[config.mk]
export PLATFORM = sky130hd
export DESIGN_NAME = alien_pixel_fetch
export DESIGN_NICKNAME = d
export VERILOG_FILES = /design/src/rtl/alien_pixel_fetch.sv
export SDC_FILE = /design/constraint.sdc
export NUM_CORES = 1
export LEC_CHECK = 0
export BUFFER_PORTS_ARGS = -buffer_cell sky130_fd_sc_hd__buf_2
export CAP_MARGIN = 5
export CORE_MARGIN = 3
export CORE_UTILIZATION = 45
export DETAILED_ROUTE_END_ITERATION = 8
export PLACE_DENSITY = 0.68
export SKIP_LAST_GASP = 1
export SLEW_MARGIN = 20
export SYNTH_ARGS = -nofsm -noshare
export SYNTH_HDL_FRONTEND = slang
export SYNTH_SLANG_ARGS = --single-unit
[constraint.sdc]
create_clock -name clk -period 2.5 [get_ports clk]
set_clock_uncertainty 0.2 [all_clocks]
set_input_delay 0.25 -clock clk [delete_from_list [all_inputs] [get_ports clk]]
set_output_delay 0.25 -clock clk [all_outputs]
set_load 0.01 [all_outputs]
[src/rtl/alien_pixel_fetch.sv]
// Three-stage sprite fetch: register and guard the renderer request, read the
// synchronous sprite ROM, then resolve transparency and count opaque pixels per frame.
module alien_pixel_fetch #(
  parameter int unsigned FRAME_WORDS = 1024,
  parameter logic [11:0] TRANSPARENT = 12'h000
) (
  input  logic        clk,
  input  logic        rst,
  input  logic        in_valid,
  input  logic [1:0]  deriv_select,
  input  logic [15:0] pixel_addr,
  input  logic        frame_start,
  output logic [11:0] rom_addr,
  input  logic [11:0] rom_data,
  output logic [11:0] pixel_out,
  output logic        pixel_valid,
  output logic [15:0] frame_opaque
);

  localparam logic [16:0] LP_FRAME_WORDS = 17'(FRAME_WORDS);

  logic        w_in_range;
  logic        w_s1_accept;
  logic        w_opaque;
  logic        r_s1_valid;
  logic        r_s1_fs;
  logic        r_s2_valid;
  logic        r_s2_fs;
  logic [15:0] r_opaque_cnt;

  // Addresses past the frame come from renderer underflow wrap and must not reach the ROM.
  assign w_in_range  = ({1'b0, pixel_addr} < LP_FRAME_WORDS);
  assign w_s1_accept = in_valid & w_in_range;
  assign w_opaque    = r_s2_valid & (rom_data != TRANSPARENT);

  // Stage S1: capture request flags and drive the ROM address.
  always_ff @(posedge clk) begin
    if (rst) begin
      r_s1_valid <= 1'b0;
      r_s1_fs    <= 1'b0;
      rom_addr   <= 12'h000;
    end else begin
      r_s1_valid <= w_s1_accept;
      r_s1_fs    <= frame_start;
      if (w_s1_accept) begin
        rom_addr <= {deriv_select, pixel_addr[9:0]};
      end else begin
        rom_addr <= rom_addr;
      end
    end
  end

  // Stage S2: flags ride alongside the ROM read.
  always_ff @(posedge clk) begin
    if (rst) begin
      r_s2_valid <= 1'b0;
      r_s2_fs    <= 1'b0;
    end else begin
      r_s2_valid <= r_s1_valid;
      r_s2_fs    <= r_s1_fs;
    end
  end

  // Stage S3: resolve transparency into the output registers.
  always_ff @(posedge clk) begin
    if (rst) begin
      pixel_valid <= 1'b0;
      pixel_out   <= 12'h000;
    end else begin
      pixel_valid <= w_opaque;
      pixel_out   <= w_opaque ? rom_data : 12'h000;
    end
  end

  // Per-frame opaque counter; a pixel coincident with frame_start opens the new frame.
  always_ff @(posedge clk) begin
    if (rst) begin
      r_opaque_cnt <= 16'h0000;
      frame_opaque <= 16'h0000;
    end else if (r_s2_fs) begin
      frame_opaque <= r_opaque_cnt;
      r_opaque_cnt <= w_opaque ? 16'h0001 : 16'h0000;
    end else begin
      frame_opaque <= frame_opaque;
      if (w_opaque && (r_opaque_cnt != 16'hFFFF)) begin
        r_opaque_cnt <= r_opaque_cnt + 16'h0001;
      end else begin
        r_opaque_cnt <= r_opaque_cnt;
      end
    end
  end

endmodule

# --- Word level (Yosys, flattened, before mapping) ---
# Cells that the tools add are included.
# Widths: inputs -> output; s select.
classes:
  n_reduce_logical: 4
  muxes: 3
  n_lt_le_gt_ge: 1
  n_div: 0
  add_sub_neg: 1
  bitwise_logic: 3
  shift: 0
  multipliers: 0
  n_eq_ne: 1
op_table:
  columns: ["op", "n"]
  rows:
  - ["$mux 16", 2]
  - ["$add 16x1->16 const B", 1]
  - ["$lt 16x11->1 const B", 1]
  - ["$ne 16x16->1 const B", 1]
  - ["$reduce_bool 12->1", 1]
  - ["$and 1x1->1", 2]
  - ["$reduce_bool 2->1", 1]
  - ["$reduce_or 2->1", 1]
  - ["$logic_and 1x1->1", 1]
  - ["$mux 1", 1]
  - ["$not 1->1", 1]
word_totals:
  n_memories: 0
  latch_bits: 0
  word_cells: 22
  mem_bits_rw: 0
  ff_bits: 61
  out_inout_bits: 41
  romBits: 0
  in_bits: 34

# --- Logic depth before layout (Yosys ltp) ---
logic_depth:
  depth_word: 5
  depth_mapped: 6
  mapped_depth_nobuf: 5

# --- Worst setup path after synthesis ---
# No wires, ideal clock.
synth_timing:
  kind: "reg-to-reg"
  start: "register r_opaque_cnt[0]"
  end: "register r_opaque_cnt[14]"
  setup_ns: 0.070
  t_arrival_ns: 1.809
  path_buffers: 0
  t_required_ns: 2.230
  path_slack_ns: 0.421
  period_less_slack_ns: 2.079
  stages_incl_launch_ff: 6
  path_cell_list: "dfxtp_1 > ha_1 > nand4_2 > or4_1 > or4_1 > a21oi_1"
synth_via:
  elab_chain_cells: 3
  word_cells_on_any_way: 6
  classes_between: "add/sub: 1; eq/ne: 1; mux: 2; reduce/logical: 2"
synth_rtl:
  columns: ["item", "line", "source"]
  rows:
  - ["start, declared", "29", "logic [15:0] r_opaque_cnt;"]
  - ["start signal, assigned", "82", "r_opaque_cnt <= w_opaque ? 16'h0001 : 16'h0000;"]
  - ["start signal, assigned", "86", "r_opaque_cnt <= r_opaque_cnt + 16'h0001;"]
  - ["start signal, assigned", "88", "r_opaque_cnt <= r_opaque_cnt;"]
  - ["$add 16x1->16 or $ne 16x16->1 (tied branches)", "86, 85", null]
  - ["$mux 16 or $logic_and 1x1->1 (tied branches)", "85", "if (w_opaque && (r_opaque_cnt != 16'hFFFF)) begin"]
  - ["$mux 16 or $reduce_bool 2->1 (tied branches)", null, null]
# Several ways; a longest one is shown, not always the timed one. The select of a mux whose other input is x is not followed.
# A chain may end at the register's enable or synchronous reset.

# --- Worst setup path after layout ---
layout_timing:
  start: "input rom_data[6]"
  end: "register r_opaque_cnt[15]"
layout_via:
  elab_chain_cells: 4
layout_rtl:
  columns: ["item", "line", "source"]
  rows:
  - ["start, declared", "14", "input logic [11:0] rom_data,"]
  - ["$reduce_bool 12->1", "34", "assign w_opaque = r_s2_valid & (rom_data != TRANSPARENT);"]
  - ["$and 1x1->1", "34", null]
  - ["$logic_and 1x1->1", "85", null]
  - ["$reduce_bool 2->1 (no source line)", null, null]
# Every way passes these cells.

==> run metrics <==
total clock buffers created by CTS=9; post-route antenna net violation count=0; DP Cell Count=377; Netlist cell types=40; # clock sinks=61; Reg2Reg Depth=5; Cell Pwr Density=640 nW/µm²; Die X=79.0 µm; share of cells above drive strength 1=0.285; largest net degree at the start of global routing=21; Detailed Routing Iterations Pass 1=4; CP Data Required Time=2.53 ns; Place WS=0.285 ns; initial antenna violation count=0; largest family of logic cells by synthesized area=simple AND/OR/NAND/NOR gates; Data arrival, critical path=2.37 ns; Final WS setup=0.153 ns; top layer reached by signal wires=met4; max_cap viols=0; # port buffers=74; ant diodes=0; Hold Slack=0.121 ns; Clock transition at path regs=0.07 ns; post-synthesis adder-cell area fraction=0.00521; Post-DP Area=2830 µm²; design area=3320 µm²; GRT Resource Usage Total=0.183; status=finished, final reports clean; Synth Area in Compound Gates=0.0740; Detail Route met2 WL=2420 µm; Final Hold Fails=0; Synth area leaders=dfxtp_1 (51%), mux2i_1 (13%), nor2_1 (5.3%), and2_1 (3.4%), or4_1 (2.8%); Max clock buf depth=2; CP Capture Type=register; critical path depth=7; Final GP Congestion=0.908; Worst path top cell family by delay=buffers and inverters; DRC violations left=0; Avg Inst Size Synth=9.88 µm²; fmax=426 MHz; DR vias/cell=5.15; RSZ-0062 raised after global routing=false; met3 WL=399 µm; Worst Hold Depth=2; post-synthesis mux area share=0.133; wire per inst=13.2 µm; Final Routed Wirelength=5520 µm; Die Y=79.0 µm; First DRT Iteration DRCs=86; post-synthesis xor/xnor area fraction=0; crit-path max FO=19; Root Buffer Master=clkbuf_8; Syn. warnings=0; CP max stage cell=or4_1; #FFs+latches synth=61; worst vdd ir=0.391 mV; area fraction of the dominant cell type after synthesis=0.509; IO Pins=75; first-pass GRT wire length=8980 µm; Critical path buffers and inverters=3; minimum clock period=2.35 ns; Mapped Cells=243; gr ovfl total=0; vias in the first global route=1991; TritonCTS clock tree=done; Leak=0.00150 µW; row count=25; Post-DP HPWL=3660 µm; critical path class=primary input to register; Seq/Total Area, Yosys=0.509; fin cells=418; Area growth, synth to finish=38.5%; H-tree levels=3; Core Area=4940 µm²; total number of vias=2151; nets@finish=381; Slew Viols, Final=0; Synth area leader=dfxtp_1; sum of negative setup slack=0 ns; fin crit share=0.939; Slew headroom=0.572; CP Cell Sequence=dlygate4sd3_1 > buf_2 > or4_1 > o31ai_2 > buf_4 > nor2_1 > a311oi_1; Die ar.=6240 µm²; Post-Synth Simple-Gate Area=0.249; Final setup viols=0; critical path launch point type=primary input; Slew @ Worst Pin=0.640 ns; Initial Utilization=0.486; delay of the slowest cell on the worst path=0.58 ns; Mapped Nets=278; Post-Synthesis Cell Area=2400 µm²; Worst Hold Class=primary input to register; metal1 wirelength=2570 µm; clk_lat worst skew=0.32 ns
[power breakdown]
part           internal, µW  switching (µW)
Clock                   689             368
Sequential              974            2.28
Combinational          56.6            38.3
Total                  1720             408
[per-layer routing]
metal / track usage / vias up
met5: 0 / -
met2: 0.282 / 88
met1: 0.233 / 965
li1: - / 1087
met3: 0.0488 / 11
met4: 0.0997 / 0
[cells in the mapped netlist (all sizes together)]
master	count
nor2b	3
o41ai	1
nand2	13
ha	1
buf	7
o21a	1
nor3	5
a41o	1
or2	1
inv	1
and3	2
o31ai	6
nor4b	1
o21ai	1
a31oi	3
a311oi	1
nand4	4
a21oi	7
nand4b	1
or3	4
nand3	9
or4	10
o21bai	1
o31a	2
nor4	7
and2	13
clkbuf	6
nor2	34
a22o	1
and4	2
mux2i	32
dfxtp	61
nor3b	1
[final timing paths]
path                         from          endpoint  slack, ns
setup / recovery      rom_data[6]  r_opaque_cnt[15]       0.15
hold / removal                rst  frame_opaque[11]       0.12
hold reg to reg           r_s1_fs           r_s2_fs       0.25
setup reg to reg  r_opaque_cnt[0]  r_opaque_cnt[14]       0.25
[per-stage QoR]
stage	util	total power, µW
floorplan	-	1030
global placement	0.573	1060
detailed placement	0.573	1060
CTS	0.672	2140
global route	0.672	2190
finish	0.672	2130
[worst reg2reg max path, stage by stage (launching register included)]
cell	delay, ns
dfxtp_1	0.42
ha_1	0.26
nand4_2	0.20
or4_1	0.56
or4_1	0.41
a21oi_1	0.14
[cells by family (layout without fill, tap and decap cells)]
kind of cell               Yosys count  in the layout
DFF                                 61             61
and+or+nand+nor                    110            110
adders and majority gates            1              1
buffers and inverters               14            122
AOI/OAI and AO/OA                   25             25
muxes                               32             32
[registers in the layout, indices dropped and copies added, names as in the netlist]
signal,cells
r_s1_fs,1
r_opaque_cnt,16
r_s2_valid,1
frame_opaque,16
pixel_valid,1
rom_addr,12
r_s1_valid,1
r_s2_fs,1
pixel_out,12
[what timing repair did]
| action | in CTS | in global routing |
|---|---|---|
| hold endpoints to repair | 25 | 0 |
| gates resized for setup | 0 | 0 |
| hold buffers | 25 | 0 |
| buffers inserted | 0 | 0 |
[cells in the final DEF (no fill, tap or decap), types with 4 or more instances in the layout]
cell and n:
a21oi_1 7, nand3_1 8, and2_1 13, nor3_1 5, or4_1 9, dlygate4sd3_1 25
dfxtp_1 61, mux2i_1 32, nand2_1 13, o31ai_1 5, or3_1 4, buf_2 74
nor4_1 7, nor2_1 34, buf_4 6, clkbuf_8 10
[area by class of cell]
type                            count  area, µm²
Sequential cell                    61       1220
Tap cell                           67       83.8
Inverter                            1       3.75
Multi-Input combinational cell    168       1110
Clock buffer                       12        145
Clock inverter                      4       95.1
Fill cell                         413       1620
Timing Repair Buffer              105        666
(Power assumes the default switching activity.)
